### config.mk
export PLATFORM = sky130hd
export DESIGN_NAME = aes_cmd_master
export DESIGN_NICKNAME = d
export VERILOG_FILES = /design/src/rtl/aes_cmd_master.sv
export SDC_FILE = /design/constraint.sdc
export NUM_CORES = 1
export LEC_CHECK = 0
export ABC_AREA = 1
export CAP_MARGIN = 0
export CORE_ASPECT_RATIO = 1.75
export CORE_MARGIN = 2
export CORE_UTILIZATION = 50
export CTS_CLUSTER_DIAMETER = 150
export DETAILED_ROUTE_END_ITERATION = 8
export GPL_TIMING_DRIVEN = 0
export PLACE_DENSITY = 0.8
export SLEW_MARGIN = 20
export SYNTH_ARGS = -nofsm -noshare
export SYNTH_HDL_FRONTEND = slang
export SYNTH_SLANG_ARGS = --single-unit
### constraint.sdc
create_clock -name clk -period 2.3 [get_ports clk]
set_input_delay 0.23 -clock clk [delete_from_list [all_inputs] [get_ports clk]]
set_output_delay 0.23 -clock clk [all_outputs]
set_load 0.005 [all_outputs]
### src/rtl/aes_cmd_master.sv
// Memory-side bus initiator for the AES block: key/text load, hash, result
// readback and ack handshake, with a per-wait stall timeout.
module aes_cmd_master #(
    parameter int unsigned TIMEOUT = 1024,
    parameter logic [1:0]  AES_ID  = 2'b10
) (
    input  logic         clk,
    input  logic         rst,
    input  logic         start,
    input  logic [255:0] key_in,
    input  logic [127:0] text_in,
    input  logic [23:0]  addr_in,
    output logic         busy,
    output logic         done,
    output logic         error,
    output logic [127:0] result,
    output logic [7:0]   bus_data,
    output logic         bus_valid,
    input  logic         bus_ready,
    input  logic [7:0]   rx_data,
    input  logic         rx_valid,
    output logic         rx_ready,
    input  logic         ack_valid,
    output logic         ack_ready,
    input  logic [1:0]   ack_src
);

    localparam logic [1:0]  MEM_ID    = 2'b00;
    localparam logic [15:0] STALL_MAX = 16'(TIMEOUT - 1);

    typedef enum logic [2:0] {S_IDLE, S_HDR, S_PAYLOAD, S_RX, S_ACK, S_DONE} state_t;
    typedef enum logic [1:0] {PH_KEY, PH_TEXT, PH_HASH, PH_WRITE} phase_t;

    state_t         state_q, state_d;
    phase_t         phase_q, phase_d;
    logic [5:0]     beat_q, beat_d;
    logic [15:0]    stall_q, stall_d;
    logic [255:0]   shift_q, shift_d;
    logic [127:0]   text_q, text_d;
    logic [23:0]    addr_q, addr_d;
    logic [127:0]   result_q, result_d;
    logic           error_q, error_d;
    logic [7:0]     hdr_byte;
    logic [5:0]     pay_last;
    logic           stall_hit;

    assign stall_hit = (stall_q == STALL_MAX);
    assign pay_last  = (phase_q == PH_KEY) ? 6'd31 : 6'd15;

    always_comb begin
        hdr_byte = '0;
        case (phase_q)
            PH_KEY:   hdr_byte = {2'b00, AES_ID, MEM_ID, 2'b00};
            PH_TEXT:  hdr_byte = {2'b00, AES_ID, MEM_ID, 2'b01};
            PH_HASH:  hdr_byte = {2'b00, AES_ID, MEM_ID, 2'b11};
            PH_WRITE: hdr_byte = {2'b00, MEM_ID, AES_ID, 2'b10};
            default:  hdr_byte = '0;
        endcase
    end

    always_comb begin
        state_d   = state_q;
        phase_d   = phase_q;
        beat_d    = beat_q;
        stall_d   = stall_q;
        shift_d   = shift_q;
        text_d    = text_q;
        addr_d    = addr_q;
        result_d  = result_q;
        error_d   = error_q;
        bus_valid = 1'b0;
        bus_data  = '0;
        rx_ready  = 1'b0;
        ack_ready = 1'b0;
        case (state_q)
            S_IDLE: begin
                if (start) begin
                    shift_d = key_in;
                    text_d  = text_in;
                    addr_d  = addr_in;
                    error_d = 1'b0;
                    phase_d = PH_KEY;
                    beat_d  = '0;
                    stall_d = '0;
                    state_d = S_HDR;
                end
            end
            S_HDR: begin
                bus_valid = 1'b1;
                case (beat_q[1:0])
                    2'd0:    bus_data = hdr_byte;
                    2'd1:    bus_data = addr_q[23:16];
                    2'd2:    bus_data = addr_q[15:8];
                    default: bus_data = addr_q[7:0];
                endcase
                if (bus_ready) begin
                    stall_d = '0;
                    if (beat_q == 6'd3) begin
                        beat_d = '0;
                        case (phase_q)
                            PH_HASH:  phase_d = PH_WRITE;
                            PH_WRITE: state_d = S_RX;
                            default:  state_d = S_PAYLOAD;
                        endcase
                    end else begin
                        beat_d = beat_q + 6'd1;
                    end
                end else if (stall_hit) begin
                    error_d = 1'b1;
                    state_d = S_DONE;
                end else begin
                    stall_d = stall_q + 16'd1;
                end
            end
            S_PAYLOAD: begin
                bus_valid = 1'b1;
                bus_data  = shift_q[255:248];
                if (bus_ready) begin
                    stall_d = '0;
                    shift_d = {shift_q[247:0], 8'h00};
                    if (beat_q == pay_last) begin
                        beat_d  = '0;
                        state_d = S_HDR;
                        // Key shifter is reused for the plaintext once the key is out.
                        if (phase_q == PH_KEY) begin
                            phase_d = PH_TEXT;
                            shift_d = {text_q, 128'h0};
                        end else begin
                            phase_d = PH_HASH;
                        end
                    end else begin
                        beat_d = beat_q + 6'd1;
                    end
                end else if (stall_hit) begin
                    error_d = 1'b1;
                    state_d = S_DONE;
                end else begin
                    stall_d = stall_q + 16'd1;
                end
            end
            S_RX: begin
                rx_ready = 1'b1;
                if (rx_valid) begin
                    stall_d  = '0;
                    result_d = {result_q[119:0], rx_data};
                    if (beat_q == 6'd15) begin
                        beat_d  = '0;
                        state_d = S_ACK;
                    end else begin
                        beat_d = beat_q + 6'd1;
                    end
                end else if (stall_hit) begin
                    error_d = 1'b1;
                    state_d = S_DONE;
                end else begin
                    stall_d = stall_q + 16'd1;
                end
            end
            S_ACK: begin
                ack_ready = 1'b1;
                if (ack_valid) begin
                    stall_d = '0;
                    if (ack_src == AES_ID) state_d = S_DONE;
                end else if (stall_hit) begin
                    error_d = 1'b1;
                    state_d = S_DONE;
                end else begin
                    stall_d = stall_q + 16'd1;
                end
            end
            S_DONE:  state_d = S_IDLE;
            default: state_d = S_IDLE;
        endcase
    end

    always_ff @(posedge clk) begin
        if (rst) begin
            state_q  <= S_IDLE;
            phase_q  <= PH_KEY;
            beat_q   <= '0;
            stall_q  <= '0;
            shift_q  <= '0;
            text_q   <= '0;
            addr_q   <= '0;
            result_q <= '0;
            error_q  <= 1'b0;
        end else begin
            state_q  <= state_d;
            phase_q  <= phase_d;
            beat_q   <= beat_d;
            stall_q  <= stall_d;
            shift_q  <= shift_d;
            text_q   <= text_d;
            addr_q   <= addr_d;
            result_q <= result_d;
            error_q  <= error_d;
        end
    end

    assign busy   = (state_q != S_IDLE) && (state_q != S_DONE);
    assign done   = (state_q == S_DONE);
    assign error  = error_q;
    assign result = result_q;

endmodule

# ---- Yosys cells after proc, flatten, opt, wreduce, memory -nomap -nowiden
# Index checks and enable logic that the tools add are counted.
dict set report totals {
  reg_bits 564
  inputBits 424
  output_inout_bits 142
  elab_cells 112
}
dict set report classes {
  n_addsub 2
  eq_ne 31
  muxes 52
  n_reduce_logical 18
}
# operator count
set ops {}
lappend ops {{256-bit two-way mux} 4}
lappend ops {{256-bit one-hot mux with 2 select lines} 1}
lappend ops {{16-bit two-way mux} 5}
lappend ops {{16-bit one-hot mux with 4 select lines} 1}
lappend ops {{6-bit two-way mux} 7}
lappend ops {{8-bit one-hot mux with 4 select lines} 1}
lappend ops {{3-bit two-way mux} 10}
lappend ops {{6-bit one-hot mux with 4 select lines} 1}
lappend ops {{8-bit one-hot mux with 3 select lines} 1}
lappend ops {{2-bit != test (second input constant)} 9}
lappend ops {{3-bit != test (second input constant)} 6}
lappend ops {{16-bit by 1-bit adder with 16-bit output (second input constant)} 1}
lappend ops {{16-bit by 10-bit == test with 1-bit output (second input constant)} 1}
lappend ops {{8-bit one-hot mux with 2 select lines} 1}
lappend ops {{3-bit one-hot mux with 5 select lines} 1}
lappend ops {{2-bit two-way mux} 7}
lappend ops {{5-bit AND reduction} 2}
lappend ops {{2-bit == test (second input constant)} 4}
lappend ops {{1-bit two-way mux} 8}
lappend ops {{4-bit nonzero test} 2}
lappend ops {{7-bit AND reduction} 1}
lappend ops {{6-bit by 1-bit adder with 6-bit output (second input constant)} 1}
lappend ops {{3-bit by 2-bit == test with 1-bit output (second input constant)} 2}
lappend ops {{3-bit == test (second input constant)} 2}
lappend ops {{19 further kinds} 24}

# ---- Logic depth before layout (Yosys ltp)
# Gate-level depths: netlist (run 1).
dict set report logic_depth {
  word_depth 6
  ltp_mapped 12
  depth_no_buf 12
}

# ---- Least setup slack after synthesis (run 1)
# Ideal clock, no wire load.
dict set report synth_timing {
  kind {register to register}
  from {reg beat_q[0]}
  to {reg shift_q[106]}
  arrival_ns 1.620
  path_slack_ns 0.571
  path_stages_with_launch 11
  cell_sequence {dfxtp_1 > ha_1 > nand2_1 > nor2_2 > nand4_2 > nand2_2 > buf_2 > clkbuf_2 > o21ai_0 > nand2_1 > inv_1}
}
dict set report synth_via {
  elab_chain_cells 4
}
# element line_no
set synth_rtl {}
lappend synth_rtl {{from (decl)} 36} ;# logic [5:0] beat_q, beat_d;
lappend synth_rtl {{from (signal assigned)} 190} ;# beat_q <= beat_d;
lappend synth_rtl {{6-bit by 5-bit == test with 1-bit output} 121} ;# if (beat_q == pay_last) begin
lappend synth_rtl {{256-bit two-way mux} 121}
lappend synth_rtl {{256-bit two-way mux} 118} ;# if (bus_ready) begin
lappend synth_rtl {{256-bit one-hot mux with 2 select lines} 75} ;# case (state_q)
lappend synth_rtl {{to (signal assigned)} 192} ;# shift_q <= shift_d;
lappend synth_rtl {{to (decl)} 38} ;# logic [255:0] shift_q, shift_d;
# No other way between the ends. The select of a mux whose other input is x is not followed.
# A chain may end at the register's enable or synchronous reset.

# ---- Worst setup path after layout (run 1)
dict set report layout_timing {
  from {reg beat_q[1]}
  to {out bus_data[5]}
}
dict set report layout_via {
  elab_chain_cells 3
}
# element line_no
set layout_rtl {}
lappend layout_rtl {{2-bit == test (tied with other cells)} 90} ;# case (beat_q[1:0])
lappend layout_rtl {{8-bit one-hot mux with 3 select lines (*)} 90}
lappend layout_rtl {{8-bit one-hot mux with 2 select lines (*)} 75}
lappend layout_rtl {{to (decl)} 17} ;# output logic [7:0] bus_data,
# Mark *: on every way between the ends. The rest lies on a longest branch, timed or not.

==> flow_summary.ini, run 1 <==
[timing]
finalSetupViolations = 0
hold_viol_final = 0
slew_headroom_pct = 32.0
worst_pin_slew_ns = 1.02
fin_crit_ns = 2.26
drv_slew = 0
finClkSkew_ns = 0.0251
max_freq_mhz = 442
fin_crit_sh_pct = 98.4
grt_setup_unrepaired = true

[detailed_routing]
finalWirelength_mm = 87.7
drt_iter0_drc = 1696
post_drt_wl_per_cell_um = 18.1
num_vias = 25700
ant_nets = 0
viasPerCell = 5.29
drtPass1Iterations = 6
route.detailed.drc = 0

[worst_setup_path]
reg2reg_depth = 8
crit_start = beat_q[1]
r2r_slack_ns = 0.12
crit_path_max_fanout = 6
crit_type = reg -> out
crit_arrival_ns = 2.03
crit_path_end_kind = output pin
required_ns = 2.07
start_kind = flip-flop
r2r_start = beat_q[0]
r2r_end = shift_q[133]
crit_end = bus_data[5]

[synth]
avgSynthCellArea_sq_um = 7.02
ys_types = 34
synthesis.area_sq_um = 24600
synth_top_flop_cell = dfxtp_1
syn_inst = 3501
yosysSeqAreaShare_pct = 46.0
synth_top_area_share_pct = 46.0
synthTopCellsByCount = a21oi_1 (658), nor2_1 (571), o21ai_0 (565)
synth_top_area_cell = dfxtp_1
syn_nets = 3935
ys_ff_latch = 564
yosys_warnings = 0
synth.most_common_cell = a21oi_1
synthTopCellsByArea = dfxtp_1 (46%), a21oi_1 (13%), o21ai_0 (12%)
synth-edff-count = 0
async_flop_share_pct = 0

[clock_tree]
cts_buffers = 52
insertion_delay_ns = 0.60
clockBufferDepth = 3
cts_tree = yes
numClockSinks = 564
clkSlewWorstSetupHoldPaths_ns = 0.07
cts.htree.levels = 2
root_buffer = clkbuf_16

[pwr]
p_clk_share_pct = 32.0
p_leak_nw = 14.2
p_sw_share_pct = 32.1
ir_drop_uv = 680
p_comb_share_pct = 25.7
p_seq_share_pct = 42.3
switchingPower_mw = 9.33
totalPowerFinal_mw = 29.1
p_per_area_nw_per_um2 = 875
internal_power_mw = 19.7

[global_routing]
grt_max_degree = 17
grt_util_all_layers_pct = 33.2
grt_pass1_vias = 25100
grt_pass1_wl_mm = 132
overflow = 0
antenna_found_initial = 32

[place]
gp_congestion = 0.941
portBuffers = 564
dp_hpwl_mm = 67.6

[run_status]
status = finished, final reports clean

[final_layout]
area_growth_pct = 35.1
fin_nets = 4566
drive_gt1_share_pct = 7.40
fin_util_pct = 68.3

[floorplanning]
num_rows = 107
die_h_um = 297
io_pins = 566
start_util_pct = 50.6
die_width_um = 172
die_area_sq_um = 51000
fp.coreArea_sq_um = 48600

[run]
maxCapViolCount = 0

[worst_hold_path]
hold_class = in -> reg
hold_depth = 3
## through the flow
stage          setup TNS (ns)  hold WS [ns]  setup WS [ns]  area, sq um  cells
3_3_place_gp           -25.72         0.438         -0.411        31000   4719
6_report                    0         0.190         0.0368        33200   4849
3_5_place_dp           -31.08         0.445         -0.419        31000   4719
4_1_cts                -0.252         0.187         -0.122        33000   4821
2_1_floorplan               0         0.365          0.571        24600   3501
5_1_grt               -0.0141         0.216        -0.0115        33200   4849
## layout make-up
type	instances	area, sq um
Buffer	265	1280
Antenna cell	22	55.1
Sequential cell	564	11300
Timing Repair Buffer	577	5720
Clock inverter	26	355
Inverter	436	1670
Tap cell	654	818
Multi-Input combinational cell	2236	10500
Fill cell	4257	15400
Clock buffer	69	1460
## layer usage
| layer | vias up | part of all wire [%] | track usage (%) |
|---|---|---|---|
| li1 | 12700 | - | - |
| met1 | 11600 | 34 | 32.5 |
| met2 | 1040 | 51 | 60.2 |
| met3 | 338 | 6.4 | 5.93 |
| met4 | 18 | 8.7 | 26.4 |
| met5 | - | 0.13 | 0 |
## critical path: stages, from the launching register on
cell and delay, ns:
dfxtp_4 0.41, inv_4 0.06, ha_4 0.17, a21oi_2 0.13, o221ai_2 0.09, a32o_2 0.31, dlygate4sd2_1 0.27
## worst min path at each step
| stage | startpoint | to |
|---|---|---|
| floorplan | addr_in[0] | addr_q[0] |
| finish | key_in[4] | shift_q[4] |
| detailed placement | error | error |
| global placement | error | error |
| global route | key_in[4] | shift_q[4] |
| CTS | key_in[4] | shift_q[4] |
## logic make-up after synthesis
| logic type | Yosys count | share of synthesized area, % |
|---|---|---|
| compound gates | 1350 | 27.7 |
| xor+xnor | 7 | 0.250 |
| fa+ha+maj | 10 | 0.509 |
| buf+inv | 701 | 11.7 |
| flops | 564 | 46.0 |
| simple gates | 869 | 13.8 |
## cell usage in the layout (no fill, tap or decap), types with 4 or more instances in the layout
master,netlist,routed
buf_4,8,22
clkinvlp_4,0,5
clkbuf_2,4,8
nor3_1,8,7
xor2_1,4,4
nor2_1,571,571
clkinv_2,1,10
dfxtp_4,0,4
clkdlybuf4s50_1,0,556
o211ai_1,11,11
inv_2,8,6
a21oi_1,658,654
buf_6,6,8
diode_2,0,22
nand2_1,241,239
inv_1,426,421
ha_1,10,5
buf_1,12,12
nor2_4,3,5
o21ai_1,105,111
nand3_1,32,31
inv_4,1,6
dfxtp_1,564,557
clkbuf_1,106,112
clkbuf_16,0,53
bufinv_16,0,8
clkbuf_8,0,8
o21ai_0,565,556
buf_2,128,125
ha_4,0,4
nand2_2,3,4
clkinv_4,0,5
## power groups by stage
| stage | clock network (mW) | logic (mW) | registers, mW |
|---|---|---|---|
| after global routing | 9.74 | 8.36 | 12.4 |
| after floorplan | 0 | 4.69 | 12.1 |
| after detailed placement | 0 | 7.16 | 12.4 |
| final | 9.29 | 7.48 | 12.3 |
| after global placement | 0 | 7.04 | 12.4 |
| after CTS | 9.35 | 7.29 | 12.2 |
## state kept, by name (all words and copies together), names as in the netlist, 2 cells and up
signal   count
shift_q    256
result     128
text_q     128
addr_q      24
stall_q     16
beat_q       6
state_q      3
phase_q      2
## what timing repair did
item / 4_1_cts / 5_1_grt
gates resized for setup: 51 / 44
hold buffers: 0 / 0
endpoints found under the setup margin: 123 / 102
buffers inserted: 7 / 6
pin swaps: 9 / 8
(Power assumes the default switching activity.)
==> run 2: changes to the inputs <==
Settings changed: REMOVE_ABC_BUFFERS set to 1.
Clock period 2.3 ns to 2.5 ns, I/O delays scaled along.
==> flow_summary.ini, run 2 (synthesis results as in run 1) <==
[floorplanning]
io_pins = 566
fp.coreArea_sq_um = 48600
num_rows = 107
die_area_sq_um = 51000
die_width_um = 172
die_h_um = 297
start_util_pct = 50.6

[clock_tree]
root_buffer = clkbuf_16
cts.htree.levels = 2
clkSlewWorstSetupHoldPaths_ns = 0.06
cts_buffers = 51
insertion_delay_ns = 0.59
numClockSinks = 564
cts_tree = yes
clockBufferDepth = 3

[final_layout]
drive_gt1_share_pct = 4.43
largest_reg_flops = 256
fin_util_pct = 67.5
fin_area_sq_um = 32800
top_register = shift_q
final_common_cell = a21oi_1
area_growth_pct = 33.5
fin_nets = 4344
final_cell_mix = a21oi_1 (656), nor2_1 (571), o21ai_0 (565)

[run_status]
status = finished, final reports clean

[worst_setup_path]
crit_path_max_fanout = 18
crit_type = reg -> out
crit_top_cell = buf_16
crit_buf_inv = 5
cp_slowest_stage_delay_ns = 0.37
start_kind = flip-flop
cpMaxStageDelayCell = dfxtp_4
crit_path_end_kind = output pin
required_ns = 2.25
cp_top_family = buffers and inverters
cp_cell_sequence = inv_4, nor2_4, nand2_8, buf_16, buf_16, clkinv_16, a32o_1, dlygate4sd2_1
crit_arrival_ns = 2.19

[timing]
drv_slew = 0
tns_ns = 0
hold_viol_final = 0
whs_ns = 0.0747
fin_crit_ns = 2.44
slew_headroom_pct = 54.0
max_freq_mhz = 410
grt_setup_unrepaired = false
fin_crit_sh_pct = 97.6
finClkSkew_ns = 0.0189
worst_pin_slew_ns = 0.683
finalSetupViolations = 0

[global_routing]
grt_max_degree = 141
grt_pass1_vias = 23200
antenna_found_initial = 54
overflow = 0
grt_util_all_layers_pct = 30.4
grt_pass1_wl_mm = 124

[detailed_routing]
route.detailed.drc = 0
viasPerCell = 5.34
num_vias = 24800
finalWirelength_mm = 81.5
drtPass1Iterations = 5
ant_nets = 0
post_drt_wl_per_cell_um = 17.5
drt_iter0_drc = 1797

[place]
portBuffers = 565
gp_congestion = 0.861
place_area_sq_um = 30600
dp_hpwl_mm = 51.6

[pwr]
p_leak_nw = 14.0
p_per_area_nw_per_um2 = 779
totalPowerFinal_mw = 25.6
ir_drop_uv = 578

[worst_hold_path]
hold_class = in -> reg

[run]
maxCapViolCount = 0
==> run 2: cell count changes in the layout (fill, tap and decap cells not counted), sizes merged, moves of 2 or more <==
| cell | change |
|---|---|
| inv | +4 |
| clkinvlp | -3 |
| clkinv | -4 |
| dlygate4sd2 | +7 |
| buf | -123 |
| bufinv | -6 |
| nand4 | +2 |
| clkbuf | -109 |
| bufbuf | +4 |
| diode | +28 |
| nand2 | +4 |
==> run 2: path summary, 6_finish.rpt <==
path               from            to  slack (ns)  depth (start not counted)
max reg2reg  state_q[1]  shift_q[236]        0.12                         10
min                 rst    shift_q[7]        0.07                          2
max          state_q[1]   bus_data[5]        0.06                          8
min reg2reg  addr_q[13]    addr_q[13]        0.46                          2
==> run 2: per-stage QoR <==
step           setup slack (ns)  cells
2_1_floorplan             -7.26   3236
3_3_place_gp             -15.25   4455
5_1_grt                 0.00478   4650
3_5_place_dp              -1.14   4489
6_report                 0.0610   4651
4_1_cts                  0.0338   4600
==> run 2: layout make-up <==
| class | count | area (sq um) |
|---|---|---|
| clock buffer | 73 | 1450 |
| clock inverter | 17 | 155 |
| antenna | 50 | 125 |
| inverter | 436 | 1700 |
| sequential | 564 | 11300 |
| fill | 4182 | 15800 |
| timing repair buffer | 614 | 6690 |
| multi-input combinational | 2243 | 10600 |
| tap | 654 | 818 |
==> run 2: repair_timing <==
action                                  4_1_cts  5_1_grt
setup buffers                                10        0
hold buffers                                  0        0
endpoints found under the setup margin      298      109
hold endpoints to repair                      0        0
resized for setup                            39        3
pin swaps                                     9        0
cloned                                       11        1
==> run 2: per-layer routing <==
layer	vias up	global-route usage [%]	routed length, um
met5	-	0	62
met4	10	17.3	3680
met3	190	7.45	5840
met2	858	51.5	40500
met1	11500	34.4	31400
li1	12300	-	-
==> run 2: where the power goes <==
part           internal (mW)  switching [mW]  total [mW]
clock network           4.24            3.50        7.74
registers               10.5           0.636        11.2
logic                   2.63            4.01        6.64
